File: src/rtl/pulse_generator_pkg.sv
// Shared constants and types for the pulse generator and its loopback monitor.
package pulse_generator_pkg;

    localparam int unsigned start_delay_c     = 3;
    localparam int unsigned pulse_width_c     = 4;
    localparam int unsigned reset_delay_c     = 2;
    localparam int unsigned pulse_mon_cnt_w_c = 8;

    typedef enum logic [1:0] {
        MON_IDLE         = 2'd0,
        MON_WAIT_RISE    = 2'd1,
        MON_MEASURE_HIGH = 2'd2
    } pulse_mon_state_t;

endpackage

File: src/rtl/pulse_sync_2ff.sv
// Generic 1-bit two-flop synchronizer with synchronous active-high clear.
module pulse_sync_2ff (
    input  logic clk,
    input  logic reset,
    input  logic i_d,
    output logic o_q
);

    logic r_meta;
    logic r_sync;

    always_ff @(posedge clk) begin
        if (reset) begin
            r_meta <= 1'b0;
            r_sync <= 1'b0;
        end else begin
            r_meta <= i_d;
            r_sync <= r_meta;
        end
    end

    assign o_q = r_sync;

endmodule

File: src/rtl/pulse_monitor.sv
// Receive-side checker: measures start-to-rise delay and high width of a returned pulse.
// Optional PULSE_MONITOR_SYNC_EN: 2-flop synchronizer on pulse_in and matching 2-stage start delay.
module pulse_monitor
    import pulse_generator_pkg::*;
#(
    parameter int unsigned CNT_W     = pulse_mon_cnt_w_c,
    parameter int unsigned TIMEOUT_C = 200,
    parameter int unsigned EXP_DELAY = start_delay_c,
    parameter int unsigned EXP_WIDTH = pulse_width_c
) (
    input  logic             clk,
    input  logic             reset,
    input  logic             start,
    input  logic             pulse_in,
    output logic             busy,
    output logic             result_valid,
    output logic [CNT_W-1:0] meas_delay,
    output logic [CNT_W-1:0] meas_width,
    output logic             match,
    output logic             timeout_err,
    output logic             width_ovf,
    output logic             spurious_err
);

    localparam logic [CNT_W-1:0] CNT_MAX     = {CNT_W{1'b1}};
    localparam logic [CNT_W-1:0] CNT_ONE     = CNT_W'(1);
    localparam logic [CNT_W-1:0] TIMEOUT_CNT = CNT_W'(TIMEOUT_C);
    localparam logic [CNT_W-1:0] EXP_D_CNT   = CNT_W'(EXP_DELAY);
    localparam logic [CNT_W-1:0] EXP_W_CNT   = CNT_W'(EXP_WIDTH);

    pulse_mon_state_t r_state;
    pulse_mon_state_t w_state_nxt;

    logic             w_pulse;
    logic             w_start;
    logic             w_rise;
    logic             r_pulse_prev;

    logic [CNT_W-1:0] r_delay_cnt;
    logic [CNT_W-1:0] r_delay_q;
    logic [CNT_W-1:0] r_width_cnt;
    logic [CNT_W-1:0] w_delay_cnt_nxt;
    logic [CNT_W-1:0] w_delay_q_nxt;
    logic [CNT_W-1:0] w_width_cnt_nxt;

    logic             w_report;
    logic [CNT_W-1:0] w_rep_delay;
    logic [CNT_W-1:0] w_rep_width;
    logic             w_rep_timeout;
    logic             w_rep_ovf;
    logic             w_rep_match;
    logic             w_spurious;

    logic             r_busy;
    logic             r_result_valid;
    logic [CNT_W-1:0] r_meas_delay;
    logic [CNT_W-1:0] r_meas_width;
    logic             r_match;
    logic             r_timeout_err;
    logic             r_width_ovf;
    logic             r_spurious_err;

`ifdef PULSE_MONITOR_SYNC_EN
    // Start goes through the same two flops so delay measurement is unaffected.
    pulse_sync_2ff u_pulse_sync (
        .clk   (clk),
        .reset (reset),
        .i_d   (pulse_in),
        .o_q   (w_pulse)
    );

    pulse_sync_2ff u_start_dly (
        .clk   (clk),
        .reset (reset),
        .i_d   (start),
        .o_q   (w_start)
    );
`else
    assign w_pulse = pulse_in;
    assign w_start = start;
`endif

    assign w_rise = w_pulse & ~r_pulse_prev;

    always_ff @(posedge clk) begin
        if (reset) begin
            r_state <= MON_IDLE;
        end else begin
            r_state <= w_state_nxt;
        end
    end

    always_comb begin
        w_state_nxt = r_state;
        case (r_state)
            MON_IDLE: begin
                if (w_start) begin
                    w_state_nxt = MON_WAIT_RISE;
                end
            end
            MON_WAIT_RISE: begin
                if (w_rise) begin
                    w_state_nxt = MON_MEASURE_HIGH;
                end else if (r_delay_cnt == TIMEOUT_CNT) begin
                    w_state_nxt = MON_IDLE;
                end
            end
            MON_MEASURE_HIGH: begin
                if (!w_pulse) begin
                    w_state_nxt = w_start ? MON_WAIT_RISE : MON_IDLE;
                end
            end
            default: w_state_nxt = MON_IDLE;
        endcase
    end

    // Counter updates and report contents for the current cycle.
    always_comb begin
        w_delay_cnt_nxt = r_delay_cnt;
        w_delay_q_nxt   = r_delay_q;
        w_width_cnt_nxt = r_width_cnt;
        w_report        = 1'b0;
        w_rep_delay     = r_delay_q;
        w_rep_width     = r_width_cnt;
        w_rep_timeout   = 1'b0;
        w_rep_ovf       = 1'b0;
        w_spurious      = 1'b0;
        case (r_state)
            MON_IDLE: begin
                w_spurious = w_rise;
                if (w_start) begin
                    w_delay_cnt_nxt = CNT_ONE;
                end
            end
            MON_WAIT_RISE: begin
                if (w_rise) begin
                    w_delay_q_nxt   = r_delay_cnt;
                    w_width_cnt_nxt = CNT_ONE;
                end else if (r_delay_cnt == TIMEOUT_CNT) begin
                    w_report      = 1'b1;
                    w_rep_delay   = TIMEOUT_CNT;
                    w_rep_width   = '0;
                    w_rep_timeout = 1'b1;
                end else begin
                    w_delay_cnt_nxt = r_delay_cnt + CNT_ONE;
                end
            end
            MON_MEASURE_HIGH: begin
                if (w_pulse) begin
                    if (r_width_cnt != CNT_MAX) begin
                        w_width_cnt_nxt = r_width_cnt + CNT_ONE;
                    end
                end else begin
                    w_report  = 1'b1;
                    w_rep_ovf = (r_width_cnt == CNT_MAX);
                    if (w_start) begin
                        w_delay_cnt_nxt = CNT_ONE;
                    end
                end
            end
            default: ;
        endcase
        w_rep_match = (w_rep_delay == EXP_D_CNT) && (w_rep_width == EXP_W_CNT)
                      && !w_rep_timeout && !w_rep_ovf;
    end

    // Result fields hold until the next report; strobes last one cycle.
    always_ff @(posedge clk) begin
        if (reset) begin
            r_pulse_prev   <= 1'b0;
            r_delay_cnt    <= '0;
            r_delay_q      <= '0;
            r_width_cnt    <= '0;
            r_busy         <= 1'b0;
            r_result_valid <= 1'b0;
            r_meas_delay   <= '0;
            r_meas_width   <= '0;
            r_match        <= 1'b0;
            r_timeout_err  <= 1'b0;
            r_width_ovf    <= 1'b0;
            r_spurious_err <= 1'b0;
        end else begin
            r_pulse_prev   <= w_pulse;
            r_delay_cnt    <= w_delay_cnt_nxt;
            r_delay_q      <= w_delay_q_nxt;
            r_width_cnt    <= w_width_cnt_nxt;
            r_busy         <= (w_state_nxt != MON_IDLE);
            r_result_valid <= w_report;
            r_spurious_err <= w_spurious;
            if (w_report) begin
                r_meas_delay  <= w_rep_delay;
                r_meas_width  <= w_rep_width;
                r_match       <= w_rep_match;
                r_timeout_err <= w_rep_timeout;
                r_width_ovf   <= w_rep_ovf;
            end
        end
    end

    assign busy         = r_busy;
    assign result_valid = r_result_valid;
    assign meas_delay   = r_meas_delay;
    assign meas_width   = r_meas_width;
    assign match        = r_match;
    assign timeout_err  = r_timeout_err;
    assign width_ovf    = r_width_ovf;
    assign spurious_err = r_spurious_err;

endmodule
File: config.mk
export PLATFORM = sky130hd
export DESIGN_NAME = pulse_monitor
export DESIGN_NICKNAME = d
export VERILOG_FILES = /design/src/rtl/pulse_generator_pkg.sv /design/src/rtl/pulse_sync_2ff.sv /design/src/rtl/pulse_monitor.sv
export SDC_FILE = /design/constraint.sdc
export NUM_CORES = 1
export LEC_CHECK = 0
export CORE_UTILIZATION = 50
export CTS_CLUSTER_SIZE = 8
export DETAILED_ROUTE_END_ITERATION = 10
export GPL_TIMING_DRIVEN = 1
export HOLD_SLACK_MARGIN = 0.02
export PLACE_DENSITY = 0.75
export SLEW_MARGIN = 30
export SYNTH_ARGS = -nofsm -noshare
export SYNTH_HDL_FRONTEND = slang
export SYNTH_SLANG_ARGS = --single-unit
File: constraint.sdc
create_clock -name clk -period 1.8 [get_ports clk]
set_input_delay 0.18 -clock clk [delete_from_list [all_inputs] [get_ports clk]]
set_output_delay 0.18 -clock clk [all_outputs]
set_load 0.02 [all_outputs]
* Word level (Yosys, flattened, before mapping) *
Index checks and enable logic that the tools add are counted.

operators by class
  add/subtract/negate cells = 2
  multipliers = 0
  divide/modulo/power cells = 0
  magnitude comparators = 0
  equality and inequality tests = 13
  shift-type cells = 0
  muxes and demuxes = 28
  bitwise logic cells = 3
  reductions and logical operators = 13

operators with widths
  operator                                              count
  two-way mux 8 bit                                     13
  one-hot mux 8 bit (3 select lines)                    1
  adder 8 x 1 -> 8 bit (second input constant)          2
  equality test 8 bit (second input constant)           2
  one-hot mux 8 bit (2 select lines)                    1
  inequality test 2 bit (second input constant)         6
  equality test 8 x 2 -> 1 bit (second input constant)  1
  equality test 8 x 3 -> 1 bit (second input constant)  1
  two-way mux 2 bit                                     4
  inequality test 8 bit (second input constant)         1
  AND reduction 4 bit                                   2
  two-way mux 1 bit                                     7
  one-hot mux 2 bit (3 select lines)                    1
  nonzero test 2 bit                                    2
  logical AND 1 bit                                     3
  nonzero test 3 bit                                    1
  equality test 2 x 1 -> 1 bit (second input constant)  1
  equality test 2 bit (second input constant)           1
  logical NOT 1 bit                                     2
  logical NOT 2 bit                                     1
  NOT 1 bit                                             2
  one-hot mux 1 bit (2 select lines)                    1
  AND reduction 2 bit                                   1
  OR reduction 2 bit                                    1
  bitwise AND 1 bit                                     1

word-level totals
  flip-flop bits (word level) = 49
  latch bits = 0
  RAM bits = 0
  memory bits (read-only) = 0
  input port bits = 4
  output and inout bits = 22
  logic and storage cells = 72
  memories = 0

* Longest topological paths before layout *
Gate-level depths: netlist (run 1).

  depth after elaboration = 8
  depth in mapped cells = 8
  depth with buffers taken out = 6

* Worst setup path after synthesis (run 1) *
Ideal clock, no wire load.

  path type = register to register
  start point = register r_state[0]
  end point = register r_delay_cnt[2]
  library setup time = 0.143 ns
  arrival = 1.617 ns
  required time = 1.657 ns
  slack = 0.040 ns
  cell stages (with the launch flop) = 9
  cells stage by stage = dfxtp_1 inv_1 ha_1 buf_2 nand2_1 o21ai_1 buf_2 o21ai_0 a21oi_1

between the ends
  longest elaborated chain between the ends = 3
  elaborated cells on any way between the ends = 9
  those cells by class = eq/ne: 5; mux: 1; reduce/logical: 3

ends and longest elaborated chain
  element                                                                              RTL line              RTL
  from (decl)                                                                          pulse_monitor.sv:31   pulse_mon_state_t r_state;
  from (signal assigned)                                                               pulse_monitor.sv:89   r_state <= w_state_nxt;
  equality test 2 x 1 -> 1 bit, or another cell as far along                           pulse_monitor.sv:128  case (r_state)
  inequality test 2 bit (no source line) / nonzero test 3 bit (equally long branches)  -
  AND reduction 4 bit (no source line)                                                 -
  to (signal assigned)                                                                 pulse_monitor.sv:184  r_delay_cnt <= w_delay_cnt_nxt;
  to (decl)                                                                            pulse_monitor.sv:39   logic [CNT_W-1:0] r_delay_cnt;

Several ways; a longest one is shown, not always the timed one.
A chain may end at the register's enable or synchronous reset.

* Worst setup path after layout (run 1) *
  start point = register r_state[1]
  end point = register r_meas_delay[2] (netlist: meas_delay[2])

between the ends
  longest elaborated chain between the ends = 2
  elaborated cells on any way between the ends = 4
  those cells by class = eq/ne: 2; mux: 2

ends and longest elaborated chain
  element                                                                         RTL line              RTL
  equality test 2 bit / equality test 2 x 1 -> 1 bit (equally long branches)      pulse_monitor.sv:128
  one-hot mux 1 bit (2 select lines) / two-way mux 8 bit (equally long branches)  pulse_monitor.sv:128
  to (signal assigned)                                                            pulse_monitor.sv:191  r_meas_delay <= w_rep_delay;
  to (decl)                                                                       pulse_monitor.sv:56   logic [CNT_W-1:0] r_meas_delay;

Several ways; a longest one is shown, not always the timed one.

==> flow_metrics.env, run 1 <==
export IMPL_die_height_um=69.60
export IMPL_max_cap_violations=0
export IMPL_postLayoutSetupSlackWorst_ns=0.03956
export IMPL_synth_cells_most_frequent="dfxtp_1 (49), nand2_1 (29), a21oi_1 (20), inv_1 (12), o31ai_1 (11)"
export IMPL_intPower_mw=1.546
export IMPL_final_worst_path_period_share_pct=97.80
export IMPL_synth_seq_cells=49
export IMPL_detail_route_wirelength_mm=5.813
export IMPL_critical_path_required_ns=2.01
export IMPL_synth_enable_flop_cells=0
export IMPL_placement_setup_worst_slack_ns=-0.1532
export IMPL_cellPowerDensity_mw_per_mm2=696.3
export IMPL_yosys_cell_count_top_type="dfxtp_1"
export IMPL_cp_data_arrival_time_ns=1.97
export IMPL_timing_hold_violations_final=0
export IMPL_die_w_um=69.60
export IMPL_pin_count_of_the_biggest_net_entering_global_routing=18
export IMPL_hold_slack_ns=0.4534
export IMPL_netSwitchingPower_uw=595.5
export IMPL_cts_tree="built"
export IMPL_sequentialPowerShare_pct=52.1
export IMPL_min_delay_path_class="register to register"
export IMPL_clkTransAtPathRegs_ns=0.10
export IMPL_routed_wire_length_per_instance_um=15.84
export IMPL_synth_ff_type="dfxtp_1"
export IMPL_dr_total_vias=2160
export IMPL_ys_warn_count=0
export IMPL_gpl_final_weighted_congestion=0.8628
export IMPL_cp_end_kind="register"
export IMPL_synthesis_area_mm2=0.002285
export IMPL_timing_reg2reg_worst_path_depth=7
export IMPL_port_buffers=25
export IMPL_status="complete, no violations"
export IMPL_grt_overflow_total=0
export IMPL_tritoncts_num_sinks=49
export IMPL_p_comb_share_pct=15.7
export IMPL_post_synth_inst_count=245
export IMPL_area_growth_pct=34.61
export IMPL_fp_coreArea_mm2=0.004384
export IMPL_drt_first_pass_iters=4
export IMPL_antenna_cell_count=0
export IMPL_criticalPathCategory="register to register"
export IMPL_post_drt_via_cell_ratio=5.886
export IMPL_grt_pass1_wl_mm=9.335
export IMPL_footprint_of_the_multi_input_gates_mm2=0.001264
export IMPL_synth_async_reset_ratio_pct=0
export IMPL_syn_mean_instance_area_um2=9.325
export IMPL_cts_inserted_buffers=5
export IMPL_fp_row_count=24
export IMPL_worst_case_headroom_to_the_max_slew_limit_pct=67.21
export IMPL_cts_hold_buffers=0
export IMPL_rsz0062_at_grt="yes"
export IMPL_ir_drop_uv=453.5
export IMPL_worst_skew_pair_late_latency_ns=0.31
export IMPL_fillerInstances=335
export IMPL_hold_path_depth=2
export IMPL_yosys_cell_types_count=53
export IMPL_place_detailed_hpwl_mm=4.098
export IMPL_remaining_routing_drc_violations=0
export IMPL_post_route_antenna_net_violation_count=0
export IMPL_die_area_mm2=0.004843
export IMPL_p_sw_share_pct=27.81
export IMPL_crit_path_start_kind="register"
export IMPL_synth_top_cell_area_share_pct=42.94
export IMPL_ff_latch_area_um2=987.2
export IMPL_worst_clock_skew_ns=0.006061
export IMPL_setup_viol=0
export IMPL_finalMaxSlewViolations=0
export IMPL_yosys_top_cells_area="dfxtp_1 (43%), nand2_1 (4.8%), a21oi_1 (4.4%)"
export IMPL_cts_max_level=2
export IMPL_max_freq_mhz=568.0
export IMPL_clk_root_buffer_cell="clkbuf_8"
export IMPL_clock_tree_buffer_depth=2
export IMPL_synth_seq_area_share_pct=42.94
export IMPL_num_io_pins=26
export IMPL_layout_drive_gt1_share_pct=26.35
export IMPL_p_leak_nw=1.162
export IMPL_power_clock_fraction_pct=32.2
export IMPL_final_critical_path_required_period_ns=1.760
export IMPL_critical_path_peak_fanout=7
export IMPL_detailedRoute_firstIterationViolations=125
export IMPL_syn_num_nets=256
export IMPL_antenna_found_initial=0
export IMPL_first_global_vias=2035
export IMPL_grt_use_total_pct=24.36
export IMPL_tightest_slew_ns=0.4904
export IMPL_worst_r2r_setup_slack_ns=0.04
export IMPL_final_net_count=325
export IMPL_initial_utilization_pct=52.11
export IMPL_yosysTopAreaCell="dfxtp_1"
-- sequential cells by signal, summed over array words and instances (netlist names) --
signal        flops
busy              1
r_pulse_prev      1
match             1
timeout_err       1
r_width_cnt       8
meas_width        8
meas_delay        8
spurious_err      1
r_state           2
r_delay_cnt       8
r_delay_q         8
width_ovf         1
result_valid      1
-- per-layer routing --
layer | up-vias | track usage, % | share of wire, %
li1 | 1069 | - | -
met1 | 1028 | 30.28 | 44
met2 | 50 | 40.88 | 50
met3 | 13 | 4.942 | 3.4
met4 | 0 | 10.43 | 2.1
met5 | - | 0 | 0
-- power groups by stage --
stage,sequential [mW],clock (mW),combinational (mW)
6_report,1.12,0.689,0.336
5_1_grt,1.12,0.748,0.366
4_1_cts,1.11,0.692,0.307
3_5_place_dp,1.14,0,0.299
3_3_place_gp,1.14,0,0.292
2_1_floorplan,1.15,0,0.152
-- final timing paths --
kind / startpoint / to
setup reg to reg: r_state[1] / meas_delay[2]
hold / removal: meas_delay[3] / meas_delay[3]
setup / recovery: r_state[1] / meas_delay[2]
hold reg to reg: meas_delay[3] / meas_delay[3]
-- final cells by class --
cell class	instances	share of cell area, %
multi-input cells	173	41.09
flip-flops and latches	49	32.10
well taps	52	2.116
repair buffers	73	20.18
clock inverters	3	0.8137
clock buffers	5	2.238
inverters	12	1.465
-- repair_timing --
action | in CTS | in global routing
resized for setup | 7 | 16
setup endpoints to repair | 16 | 25
setup buffers | 2 | 0
gates cloned | 0 | 2
pin swaps | 2 | 9
-- critical path, stage by stage, from the launching register on --
cell and delay, ns:
dfxtp_2 0.35, inv_2 0.08, ha_4 0.20, inv_2 0.07, nor4b_4 0.40, buf_4 0.22
nor3_2 0.07, a22o_1 0.26
-- kinds of logic after synthesis --
family / after synthesis / synth area share, %
simple gates: 91 / 24.59
compound gates: 69 / 21.25
flops: 49 / 42.94
buf+inv: 24 / 5.202
fa+ha+maj: 7 / 3.833
mux: 5 / 2.191
-- layout by cell type (no fill, tap or decap), types with 4 or more instances in the layout --
cell type / instances
and3_1: 4
a21oi_1: 19
nand4_1: 5
clkdlybuf4s50_1: 25
nor3_1: 6
o21ai_0: 6
nand2_1: 28
clkbuf_8: 5
nor2b_1: 4
dfxtp_1: 46
inv_2: 4
a22o_1: 10
buf_4: 46
or4_1: 9
inv_1: 8
o31ai_1: 11
mux2i_1: 5
nor2_1: 4
-- stage by stage --
step | total power, mW | area [µm²] | TNS (ns) | std cells | util [%]
floorplan | 1.301 | 2285 | 0 | 245 | -
global placement | 1.429 | 2877 | -0.4820 | 355 | 65.61
detailed placement | 1.437 | 2877 | -1.588 | 355 | 65.61
CTS | 2.112 | 3009 | 0 | 365 | 68.64
global route | 2.233 | 3075 | -0.1878 | 367 | 70.15
finish | 2.141 | 3075 | 0 | 367 | 70.15
Note: power is estimated with default switching activity, not from simulation.
==> run 2: changes to the inputs <==
--- a/config.mk
+++ b/config.mk
@@ -5,12 +5,14 @@
 export SDC_FILE = /design/constraint.sdc
 export NUM_CORES = 1
 export LEC_CHECK = 0
-export CORE_UTILIZATION = 50
+export CELL_PAD_IN_SITES_DETAIL_PLACEMENT = 0
+export CELL_PAD_IN_SITES_GLOBAL_PLACEMENT = 1
+export CORE_UTILIZATION = 38
 export CTS_CLUSTER_SIZE = 8
 export DETAILED_ROUTE_END_ITERATION = 10
 export GPL_TIMING_DRIVEN = 1
 export HOLD_SLACK_MARGIN = 0.02
-export PLACE_DENSITY = 0.75
+export PLACE_DENSITY_LB_ADDON = 0.1
 export SLEW_MARGIN = 30
 export SYNTH_ARGS = -nofsm -noshare
 export SYNTH_HDL_FRONTEND = slang
==> run 2 against run 1 <==
Effect of this change: setup slack better by 0.037 ns; die area up 31%; sequential power about the same; clock-buffer cell count unchanged; final cell count up 5.7%; global-route usage down 5.8 points; fmax up 2.2%; non-clock buffer count up 2; flip-flop and latch count unchanged; sequential share of layout area down 0.24 points; clock power about the same; largest cell class unchanged.
==> flow_metrics.env, run 2 (synthesis gave the netlist of run 1 again) <==
export IMPL_place_detailed_hpwl_mm=4.117
export IMPL_clkTransAtPathRegs_ns=0.10
export IMPL_max_cap_violations=0
export IMPL_netSwitchingPower_uw=585.1
export IMPL_met1Wirelength_mm=2.715
export IMPL_tritoncts_num_sinks=49
export IMPL_routed_top_layer="met4"
export IMPL_initial_utilization_pct=40.50
export IMPL_fp_row_count=27
export IMPL_dr_total_vias=2047
export IMPL_hold_path_depth=2
export IMPL_antenna_found_initial=0
export IMPL_area_growth_pct=35.27
export IMPL_timing_hold_violations_final=0
export IMPL_finalSetupTns_ns=0
export IMPL_worst_r2r_setup_slack_ns=0.08
export IMPL_die_w_um=79.54
export IMPL_final_critical_path_required_period_ns=1.723
export IMPL_post_route_antenna_net_violation_count=0
export IMPL_cts_inserted_buffers=5
export IMPL_criticalPathCategory="register to register"
export IMPL_max_freq_mhz=580.3
export IMPL_worst_case_headroom_to_the_max_slew_limit_pct=70.42
export IMPL_status="complete, no violations"
export IMPL_final_worst_path_period_share_pct=95.74
export IMPL_post_drt_via_cell_ratio=5.276
export IMPL_port_buffers=25
export IMPL_cts_max_level=2
export IMPL_die_area_mm2=0.006327
export IMPL_placement_setup_worst_slack_ns=-0.1890
export IMPL_postLayoutSetupSlackWorst_ns=0.07676
export IMPL_cp_data_arrival_time_ns=1.96
export IMPL_p_comb_share_pct=15.3
export IMPL_power_clock_fraction_pct=32.3
export IMPL_layout_common_cells="buf_4 (48), dfxtp_1 (46), nand2_1 (29), clkdlybuf4s50_1 (25), a21oi_1 (19)"
export IMPL_detailroute_wirelength_met2_mm=2.602
export IMPL_grt_use_total_pct=18.58
export IMPL_worst_clock_skew_ns=0.01352
export IMPL_pin_count_of_the_biggest_net_entering_global_routing=27
export IMPL_remaining_routing_drc_violations=0
export IMPL_sequentialPowerShare_pct=52.4
export IMPL_clk_root_buffer_cell="clkbuf_8"
export IMPL_cp_end_kind="register"
export IMPL_antenna_cell_count=0
export IMPL_crit_path_start_kind="register"
export IMPL_routed_wl_met3_um=172
export IMPL_gpl_final_weighted_congestion=0.8271
export IMPL_p_sw_share_pct=27.49
export IMPL_setup_viol=0
export IMPL_final_net_count=326
export IMPL_first_global_vias=1877
export IMPL_num_io_pins=26
export IMPL_routed_wire_length_per_instance_um=14.27
export IMPL_clock_tree_buffer_depth=2
export IMPL_min_delay_path_class="register to register"
export IMPL_die_height_um=79.54
export IMPL_grt_pass1_wl_mm=9.142
export IMPL_cts_tree="built"
export IMPL_intPower_mw=1.543
export IMPL_critical_path_required_ns=2.04
export IMPL_cellPowerDensity_mw_per_mm2=688.5
export IMPL_finalMaxSlewViolations=0
export IMPL_ir_drop_uv=402.8
export IMPL_layout_commonest_cell="buf_4"
export IMPL_fp_coreArea_mm2=0.005642
export IMPL_tightest_slew_ns=0.4423
export IMPL_fillerInstances=514
export IMPL_layout_drive_gt1_share_pct=25.32
export IMPL_detailedRoute_firstIterationViolations=109
export IMPL_drt_first_pass_iters=4
export IMPL_critical_path_peak_fanout=17
export IMPL_post_layout_total_power_mw=2.128
export IMPL_detail_route_wirelength_mm=5.535
export IMPL_p_leak_nw=1.169
export IMPL_timing_reg2reg_worst_path_depth=7
export IMPL_worst_skew_pair_late_latency_ns=0.31
export IMPL_grt_overflow_total=0
run 2: changes by cell type in the layout (fill, tap and decap cells not counted), sizes merged:
cell / previous run / this run
buf: 48 / 50
clkinvlp: 1 / 2
inv: 14 / 13
nor3: 9 / 8
run 2: worst max-delay path, cell delays in order (launching register included):
cell     delay [ns]
dfxtp_2        0.37
inv_1          0.06
ha_2           0.22
nand2_1        0.10
o21ai_1        0.11
buf_12         0.16
or4_1          0.49
a21oi_1        0.15
run 2: power groups by stage:
stage / registers (mW) / clock network [mW] / logic (mW)
6_report: 1.12 / 0.688 / 0.325
5_1_grt: 1.12 / 0.756 / 0.355
4_1_cts: 1.11 / 0.708 / 0.308
3_5_place_dp: 1.14 / 0 / 0.304
3_3_place_gp: 1.14 / 0 / 0.303
2_1_floorplan: 1.15 / 0 / 0.152
run 2: layout make-up:
| cell class | count | area (µm²) | area share, % |
|---|---|---|---|
| Sequential cell | 49 | 984.7 | 31.86 |
| Inverter | 12 | 45.04 | 1.457 |
| Tap cell | 72 | 90.09 | 2.915 |
| Clock buffer | 5 | 68.82 | 2.227 |
| Timing Repair Buffer | 75 | 650.6 | 21.05 |
| Multi-Input combinational cell | 172 | 1225 | 39.64 |
| Clock inverter | 3 | 26.28 | 0.8502 |
run 2: routing by layer:
layer	track usage, %	vias to the layer above
met5	0	-
met4	5.091	0
met3	3.657	4
met2	29.83	28
met1	25.16	959
li1	-	1056
run 2: worst paths after layout:
check | from | end
max reg2reg | r_state[0] | r_delay_cnt[7]
max | r_state[0] | r_delay_cnt[7]
min reg2reg | meas_delay[6] | meas_delay[6]
min | meas_delay[6] | meas_delay[6]
run 2: stage by stage:
step                      instance area (µm²)  hold WS (ns)  std cells  util (%)
final                                    3090        0.4493        388     54.78
after global routing                     3090        0.4740        388     54.78
after CTS                                3050        0.4533        387     54.07
after detailed placement                 2937        0.4379        378     52.05
after global placement                   2937        0.4350        378     52.05
after floorplan                          2285        0.3658        245         -
run 2: timing repair:
action	in CTS	in global routing
pin swaps	1	6
endpoints found under the hold margin	0	0
setup endpoints to repair	17	25
gates resized for setup	3	13
hold buffers	0	0
buffers inserted	1	2
==> run 3: changes to the inputs <==
--- a/config.mk
+++ b/config.mk
@@ -13,7 +13,6 @@
 export GPL_TIMING_DRIVEN = 1
 export HOLD_SLACK_MARGIN = 0.02
 export PLACE_DENSITY_LB_ADDON = 0.1
-export SLEW_MARGIN = 30
 export SYNTH_ARGS = -nofsm -noshare
 export SYNTH_HDL_FRONTEND = slang
 export SYNTH_SLANG_ARGS = --single-unit
==> results of run 3 <==
The final DEF is identical to that of run 2; final timing and power are the same.
